===== src/rtl/uart_frame_loader_if.sv =====
// Byte stream in, checked parameter frame out, plus status and error outputs.
// The master side drives bytes and params_ready. The slave side is the frame loader.
interface uart_frame_loader_if #(
  parameter int PARAM_BYTES = 26,
  parameter int CNT_WIDTH   = 8
);
  logic [7:0]               rx_data;
  logic                     rx_valid;
  logic [8*PARAM_BYTES-1:0] params;
  logic                     params_valid;
  logic                     params_ready;
  logic                     busy;
  logic                     crc_err;
  logic                     timeout_err;
  logic                     overflow;
  logic [CNT_WIDTH-1:0]     err_count;

  modport master (
    output rx_data, rx_valid, params_ready,
    input  params, params_valid, busy, crc_err, timeout_err, overflow, err_count
  );

  modport slave (
    input  rx_data, rx_valid, params_ready,
    output params, params_valid, busy, crc_err, timeout_err, overflow, err_count
  );
endinterface


===== src/rtl/uart_frame_loader.sv =====
// Parses frames of the form SYNC, payload (MSB first), checksum into a params register with a valid/ready handshake.
// Outputs are registered one cycle after the checksum byte. A good frame that arrives while params is still unconsumed is dropped and reported.
module uart_frame_loader #(
  parameter int          PARAM_BYTES    = 26,
  parameter logic [7:0]  SYNC_BYTE      = 8'hA5,
  parameter int          TIMEOUT_CYCLES = 17360,
  parameter int          CNT_WIDTH      = 8
) (
  input  logic           clk,
  input  logic           reset,
  uart_frame_loader_if.slave bus
);

  localparam int IDX_W = (PARAM_BYTES > 1) ? $clog2(PARAM_BYTES) : 1;
  localparam int TMR_W = (TIMEOUT_CYCLES > 2) ? $clog2(TIMEOUT_CYCLES) : 1;
  localparam logic [IDX_W-1:0] IDX_TOP = IDX_W'(PARAM_BYTES - 1);
  localparam logic [TMR_W-1:0] TMR_MAX = TMR_W'(TIMEOUT_CYCLES - 1);
  localparam int PW = 8 * PARAM_BYTES;

  typedef enum logic [1:0] {
    IDLE    = 2'd0,
    PAYLOAD = 2'd1,
    CHECK   = 2'd2
  } state_t;

  state_t               state_q, state_d;
  logic [IDX_W-1:0]     idx_q, idx_d;
  logic [7:0]           sum_q, sum_d;
  logic [TMR_W-1:0]     timer_q, timer_d;
  logic [PW-1:0]        shadow_q, shadow_d;
  logic [PW-1:0]        params_q, params_d;
  logic                 params_valid_q, params_valid_d;
  logic                 crc_err_q, crc_err_d;
  logic                 timeout_err_q, timeout_err_d;
  logic                 overflow_q, overflow_d;
  logic [CNT_WIDTH-1:0] err_count_q, err_count_d;
  logic [7:0]           chk_sum;

  always_ff @(posedge clk or posedge reset) begin
    if (reset) begin
      state_q        <= IDLE;
      idx_q          <= '0;
      sum_q          <= '0;
      timer_q        <= '0;
      shadow_q       <= '0;
      params_q       <= '0;
      params_valid_q <= 1'b0;
      crc_err_q      <= 1'b0;
      timeout_err_q  <= 1'b0;
      overflow_q     <= 1'b0;
      err_count_q    <= '0;
    end else begin
      state_q        <= state_d;
      idx_q          <= idx_d;
      sum_q          <= sum_d;
      timer_q        <= timer_d;
      shadow_q       <= shadow_d;
      params_q       <= params_d;
      params_valid_q <= params_valid_d;
      crc_err_q      <= crc_err_d;
      timeout_err_q  <= timeout_err_d;
      overflow_q     <= overflow_d;
      err_count_q    <= err_count_d;
    end
  end

  always_comb begin
    state_d        = state_q;
    idx_d          = idx_q;
    sum_d          = sum_q;
    timer_d        = timer_q;
    shadow_d       = shadow_q;
    params_d       = params_q;
    params_valid_d = params_valid_q && !bus.params_ready;
    crc_err_d      = 1'b0;
    timeout_err_d  = 1'b0;
    overflow_d     = 1'b0;
    err_count_d    = err_count_q;
    chk_sum        = sum_q + bus.rx_data;

    case (state_q)
      IDLE: begin
        if (bus.rx_valid && bus.rx_data == SYNC_BYTE) begin
          state_d = PAYLOAD;
          idx_d   = IDX_TOP;
          sum_d   = '0;
          timer_d = '0;
        end
      end

      PAYLOAD: begin
        if (bus.rx_valid) begin
          for (int b = 0; b < PARAM_BYTES; b++) begin
            if (idx_q == IDX_W'(b)) shadow_d[8*b +: 8] = bus.rx_data;
          end
          sum_d   = sum_q + bus.rx_data;
          timer_d = '0;
          if (idx_q == '0) state_d = CHECK;
          else             idx_d   = idx_q - 1'b1;
        end else if (timer_q == TMR_MAX) begin
          state_d       = IDLE;
          timeout_err_d = 1'b1;
        end else begin
          timer_d = timer_q + 1'b1;
        end
      end

      CHECK: begin
        if (bus.rx_valid) begin
          state_d = IDLE;
          timer_d = '0;
          if (chk_sum == 8'h00) begin
            // A consumer taking the old frame this cycle frees the slot for the new one.
            if (!params_valid_q || bus.params_ready) begin
              params_d       = shadow_q;
              params_valid_d = 1'b1;
            end else begin
              overflow_d = 1'b1;
            end
          end else begin
            crc_err_d = 1'b1;
          end
        end else if (timer_q == TMR_MAX) begin
          state_d       = IDLE;
          timeout_err_d = 1'b1;
        end else begin
          timer_d = timer_q + 1'b1;
        end
      end

      default: state_d = IDLE;
    endcase

    if ((crc_err_d || timeout_err_d || overflow_d) && err_count_q != {CNT_WIDTH{1'b1}})
      err_count_d = err_count_q + 1'b1;
  end

  assign bus.params       = params_q;
  assign bus.params_valid = params_valid_q;
  assign bus.busy         = (state_q != IDLE);
  assign bus.crc_err      = crc_err_q;
  assign bus.timeout_err  = timeout_err_q;
  assign bus.overflow     = overflow_q;
  assign bus.err_count    = err_count_q;

endmodule

===== src/flat_wrapper.sv =====
// flat-port wrapper written by rule: the top's interface ports become plain ports
module uart_frame_loader_flat 
#(
  parameter int          PARAM_BYTES    = 26,
  parameter logic [7:0]  SYNC_BYTE      = 8'hA5,
  parameter int          TIMEOUT_CYCLES = 17360,
  parameter int          CNT_WIDTH      = 8
)
  (clk, reset, bus_rx_data, bus_rx_valid, bus_params_ready, bus_params, bus_params_valid, bus_busy, bus_crc_err, bus_timeout_err, bus_overflow, bus_err_count);
  uart_frame_loader_if #(.PARAM_BYTES(PARAM_BYTES), .CNT_WIDTH(CNT_WIDTH)) bus_i ();
  input  logic clk;
  input  logic reset;
  input wire logic [$bits(bus_i.rx_data)-1:0] bus_rx_data;
  input wire logic [$bits(bus_i.rx_valid)-1:0] bus_rx_valid;
  input wire logic [$bits(bus_i.params_ready)-1:0] bus_params_ready;
  output wire logic [$bits(bus_i.params)-1:0] bus_params;
  output wire logic [$bits(bus_i.params_valid)-1:0] bus_params_valid;
  output wire logic [$bits(bus_i.busy)-1:0] bus_busy;
  output wire logic [$bits(bus_i.crc_err)-1:0] bus_crc_err;
  output wire logic [$bits(bus_i.timeout_err)-1:0] bus_timeout_err;
  output wire logic [$bits(bus_i.overflow)-1:0] bus_overflow;
  output wire logic [$bits(bus_i.err_count)-1:0] bus_err_count;
  assign bus_i.rx_data = bus_rx_data;
  assign bus_i.rx_valid = bus_rx_valid;
  assign bus_i.params_ready = bus_params_ready;
  assign bus_params = bus_i.params;
  assign bus_params_valid = bus_i.params_valid;
  assign bus_busy = bus_i.busy;
  assign bus_crc_err = bus_i.crc_err;
  assign bus_timeout_err = bus_i.timeout_err;
  assign bus_overflow = bus_i.overflow;
  assign bus_err_count = bus_i.err_count;
  uart_frame_loader #(.PARAM_BYTES(PARAM_BYTES), .SYNC_BYTE(SYNC_BYTE), .TIMEOUT_CYCLES(TIMEOUT_CYCLES), .CNT_WIDTH(CNT_WIDTH)) u_core (.clk(clk), .reset(reset), .bus(bus_i));
endmodule

===== config.mk =====
export PLATFORM = sky130hd
export DESIGN_NAME = uart_frame_loader_flat
export DESIGN_NICKNAME = d
export VERILOG_FILES = /design/src/rtl/uart_frame_loader_if.sv /design/src/rtl/uart_frame_loader.sv /design/src/flat_wrapper.sv
export SDC_FILE = /design/constraint.sdc
export NUM_CORES = 1
export LEC_CHECK = 0
export ABC_AREA = 1
export CORE_ASPECT_RATIO = 1.25
export CORE_MARGIN = 2
export CORE_UTILIZATION = 50
export CTS_CLUSTER_SIZE = 14
export DETAILED_ROUTE_END_ITERATION = 12
export PLACE_DENSITY = 0.76
export SLEW_MARGIN = 20
export SYNTH_ARGS = -nofsm -noshare
export SYNTH_HDL_FRONTEND = slang
export SYNTH_SLANG_ARGS = --single-unit
export TNS_END_PERCENT = 50

===== constraint.sdc =====
create_clock -name clk -period 15.73 [get_ports clk]
set_input_delay 3.146 -clock clk [delete_from_list [all_inputs] [get_ports clk]]
set_output_delay 3.146 -clock clk [all_outputs]
set_load 0.02 [all_outputs]

* Word-level counts from Yosys, hierarchy flattened *
Index checks and enable logic that the tools add are counted.

storage, ports and cells
  flip-flop bits (word level) = 458
  bits in latches = 0
  bits in writable memories = 0
  bits in read-only memories = 0
  output and inout bits = 221
  logic and storage cells = 152
  memories kept = 0

cells by class
  add/subtract/negate cells = 4
  $mul = 0
  div/mod/pow operators = 0
  order comparisons = 0
  eq/ne operators = 35
  shift operators = 0
  multiplexer cells = 31
  bitwise operators = 0
  reduce and logical (&&, ||, !) cells = 46

operators with widths
  cell                   number
  $reduce_and 3->1       28
  $eq 5x5->1 const B     10
  $mux 15                3
  $eq 5x4->1 const B     8
  $pmux 15 s2            1
  $eq 5x3->1 const B     4
  $mux 8                 2
  $pmux 8 s2             1
  $add 15x1->15 const B  1
  $eq 15x15->1 const B   1
  $mux 5                 3
  $mux 1                 14
  $eq 5x2->1 const B     2
  $mux 2                 5
  $pmux 5 s2             1
  $add 8x1->8 const B    1
  $add 8x8->8            1
  $eq 8x8->1 const B     1
  $logic_not 8->1        1
  $ne 8x8->1 const B     1
  $reduce_and 4->1       2
  $pmux 2 s3             1
  $reduce_bool 2->1      3
  $eq 5x1->1 const B     1
  14 further kinds       20

* Longest topological paths before layout *
  depth in word-level cells = 8
  depth in mapped cells = 16

* Worst setup path after synthesis *
No wires, ideal clock.

  path type = input -> register
  start point = input bus_rx_data[0]
  end point = register u_core.params_q[0] (netlist: u_core.bus.params[0])
  library setup time = 130 ps
  arrival = 5046 ps
  setup slack = 10554 ps
  stages on the path = 14
  cells stage by stage = ha_1 > fa_1 > or2_1 > nor2_1 > nand3_1 > nor2_1 > nand2_1 > nor2_4 > nand3_2 > buf_6 > buf_6 > buf_2 > nand2_1 > o21ai_1

on the way
  longest elaborated chain between the ends = 3

ends and longest elaborated chain
  item                               RTL line                  RTL
  start: declaration                 flat_wrapper.sv:13        input wire logic [$bits(bus_i.rx_data)-1:0] bus_rx_data;
  $add 8x8->8                        uart_frame_loader.sv:79   chk_sum = sum_q + bus.rx_data;
  $logic_not 8->1                    uart_frame_loader.sv:112  if (chk_sum == 8'h00) begin
  $reduce_and 4->1 (no source line)  -
  end signal: assignment             uart_frame_loader.sv:58   params_q <= params_d;
  end: declaration                   uart_frame_loader.sv:31   logic [PW-1:0] params_q, params_d;

Every way passes these cells.
A chain may end at the register's enable or synchronous reset.

* Final worst setup path *
  start point = input bus_rx_data[0]
  end point = register u_core.params_q[90] (netlist: u_core.bus.params[90])

The elaborated chain is that of the path after synthesis.

==> metrics.txt <==
status=completed; most used cell along the critical path=nand2_1; postcts setup bufs=0; Max VDD drop=0.09892 mV; Critical Path Fanout Max=90; DR pass1 iterations=5; Synth Area per Inst=9.514 um2; hold path endpoint=u_core.bus.params[80]$_DFFE_PP0P_; HP Class=flop to flop; min Tclk post-route=7.254 ns; CP Class=input pin to flop; DRT antenna net count=0; PortBufs=232; Mapped Area=18770 um2; r2r endpoint=u_core.bus.params[90]$_DFFE_PP0P_; die area=39120 um2; fmax=137.9 MHz; Die Ht=220.6 um; fin. max-slew vios=0; Worst setup EP type=flop; YS warnings=0; vias in the first global route=13498; Hold Buf Count CTS=0; Synth cell types=36; r2r setup slk=11.39 ns; Sum Neg Setup Slack=0 ns; Slew @ Worst Pin=1.125 ns; CTS buffer count=44; syn_nets=2004; Post-Synthesis Cells=1973; post-DP HPWL=29.75 mm; post-route clock period utilization=46.12%; Resized Gates After CTS=0; share of cells above drive strength 1=9.149%; RSZ-0062 raised after global routing=false; clock-pin slew on the worst setup and hold paths=0.06 ns; DR iter-0 viols=1231; Via density=5.135; Worst Setup Start Kind=input pin; gr ovfl total=0; post-placement setup slack=8.005 ns; Area after DPL=21240 um2; die width=177.3 um; Starting Density=50.51%; Final Hold Fails=0; Hold Crit Depth=2; antenna cells=0; clock latency on the worst-skew pair=0.55 ns; H-tree levels=2; hold path start=u_core.bus.params[80]$_DFFE_PP0P_; worst r2r src=u_core.sum_q[0]$_DFFE_PP0P_; largest net degree at the start of global routing=108; Max Root-Sink Buffers=3; nets=2198; Power Density=143.0 nW/um2; Final WS setup=8.476 ns; max_slew headroom=24.53%; GP Congestion=0.8146; Hold WS=0.4814 ns; Fin Clk Skew=0.02328 ns; crit path DAT=7.71 ns; leakage=10.35 nW; drt total wl=45.62 mm; CP required=16.18 ns; Largest delay share family, worst path=buffers and inverters; #FFs+latches synth=458; total track usage=23.78%; TritonCTS clock tree=yes; CP Cell Sequence=clkdlybuf4s50_1 > ha_1 > fa_1 > nand2_1 > nand2_1 > nand3_1 > nand2_1 > nand2_1 > nand2_1 > nand2_2 > nor2_4 > nand3_4 > buf_4 > buf_4 > nand2_1 > o21ai_2; area delta synth->final=20.97%; Finished Cell Area=22710 um2; Setup-failing EPs final=0; max-cap viol count=0; Core Area=37170 um2; I/O pins=233; first-pass GRT wire length=72.82 mm; CTS Root Cell=clkbuf_16; initial antenna violation count=0; Seq/Total Area, Yosys=61.05%; clock sinks=458; slowest stage delay, CP=0.91 ns; via count=13777; # DRC=0; worst path bufs/invs=3; Reg2Reg Depth=15; # rows=79; Wirelength per Cell=17.00 um; CP max-delay cell=buf_4
[synth_stat cells (all sizes together)]
cell,n,area share [%]
o21ai,445,14
mux2,1,0.060
nor3b,1,0.040
o211ai,2,0.080
inv,274,5.5
clkbuf,56,1.1
a21o,1,0.040
xor2,14,0.65
fa,1,0.11
nand4,8,0.27
nand2,537,11
nand3,45,1.3
a21oi,5,0.13
or2,2,0.067
ha,18,1.2
o32ai,1,0.047
nor2,37,0.79
nand3b,3,0.12
o31ai,2,0.15
buf,41,1.9
xnor2,1,0.047
nor4,2,0.067
nor3,18,0.67
dfrtp,458,61
[registers in the layout, indices dropped and copies added, names as in the netlist]
signal,count
u_core.bus.crc_err,1
u_core.bus.err_count,8
u_core.bus.overflow,1
u_core.bus.params,208
u_core.bus.params_valid,1
u_core.bus.timeout_err,1
u_core.idx_q,5
u_core.shadow_q,208
u_core.state_q,2
u_core.sum_q,8
u_core.timer_q,15
[cell usage in the layout, fill, tap and decap left out, types with 18 or more instances in the layout]
cell and count:
clkbuf_16 45, o21ai_0 304, dfrtp_1 458, clkdlybuf4s50_1 232, ha_1 18, inv_1 268
nand3_1 42, o21ai_2 100, nor2_1 35, nand2_1 535, o21ai_1 41
[tightest hold or removal path, cell delays in order, from the launching register on]
cell and delay [ns]:
dfrtp_1 0.34, nand2_1 0.06, o21ai_2 0.04
[how the worst max path moves through the flow]
| stage | startpoint | to | slack [ns] | cells past startpoint |
|---|---|---|---|---|
| finish | bus_rx_data[0] | u_core.bus.params[90]$_DFFE_PP0P_ | 8.48 | 16 |
| global route | bus_rx_data[0] | u_core.bus.params[8]$_DFFE_PP0P_ | 8.08 | 16 |
| CTS | bus_rx_data[0] | u_core.bus.params[90]$_DFFE_PP0P_ | 8.54 | 16 |
| detailed placement | bus_rx_data[0] | u_core.bus.params[63]$_DFFE_PP0P_ | 8.01 | 16 |
| global placement | bus_rx_data[0] | u_core.bus.params[90]$_DFFE_PP0P_ | 8.15 | 16 |
| floorplan | reset | u_core.bus.crc_err$_DFF_PP0_ | 6.39 | 1 |
[logic make-up after synthesis]
group | after synthesis | share of synthesized area, %
AND/OR/NAND/NOR | 653 | 14.06
multiplexers | 1 | 0.05998
adder cells (fa/ha/maj) | 19 | 1.306
buffers and inverters | 371 | 8.498
AO/OA/AOI/OAI | 456 | 14.32
XOR/XNOR | 15 | 0.6999
flip-flops | 458 | 61.05
[layer usage]
metal	wire, um	part of all wire [%]	GRT usage [%]	vias up
li1	-	-	-	6601
met1	18960	42	30.91	6729
met2	23230	51	41.19	370
met3	2140	4.7	3.608	77
met4	1296	2.8	7.514	0
met5	0	0	0	-
[layout make-up]
class	instances	area (um2)
clock buffers	67	1339
clock inverters	9	98.84
fillers	3127	14460
inverters	274	1032
multi-input cells	1144	5729
flip-flops and latches	458	11460
well taps	486	608.1
repair buffers	245	2440
[per-stage QoR]
| step | cells | util (%) | total power [mW] |
|---|---|---|---|
| after CTS | 2682 | 61.01 | 3.265 |
| after global routing | 2683 | 61.10 | 3.441 |
| after floorplan | 1973 | - | 1.993 |
| after detailed placement | 2606 | 57.14 | 2.206 |
| final | 2683 | 61.10 | 3.246 |
| after global placement | 2606 | 57.14 | 2.169 |
[report_power, final]
group	total, mW	switching (mW)	internal [mW]
clock network	1.05	0.436	0.617
logic	0.660	0.441	0.219
registers	1.53	0.127	1.41
(Power assumes the default switching activity.)
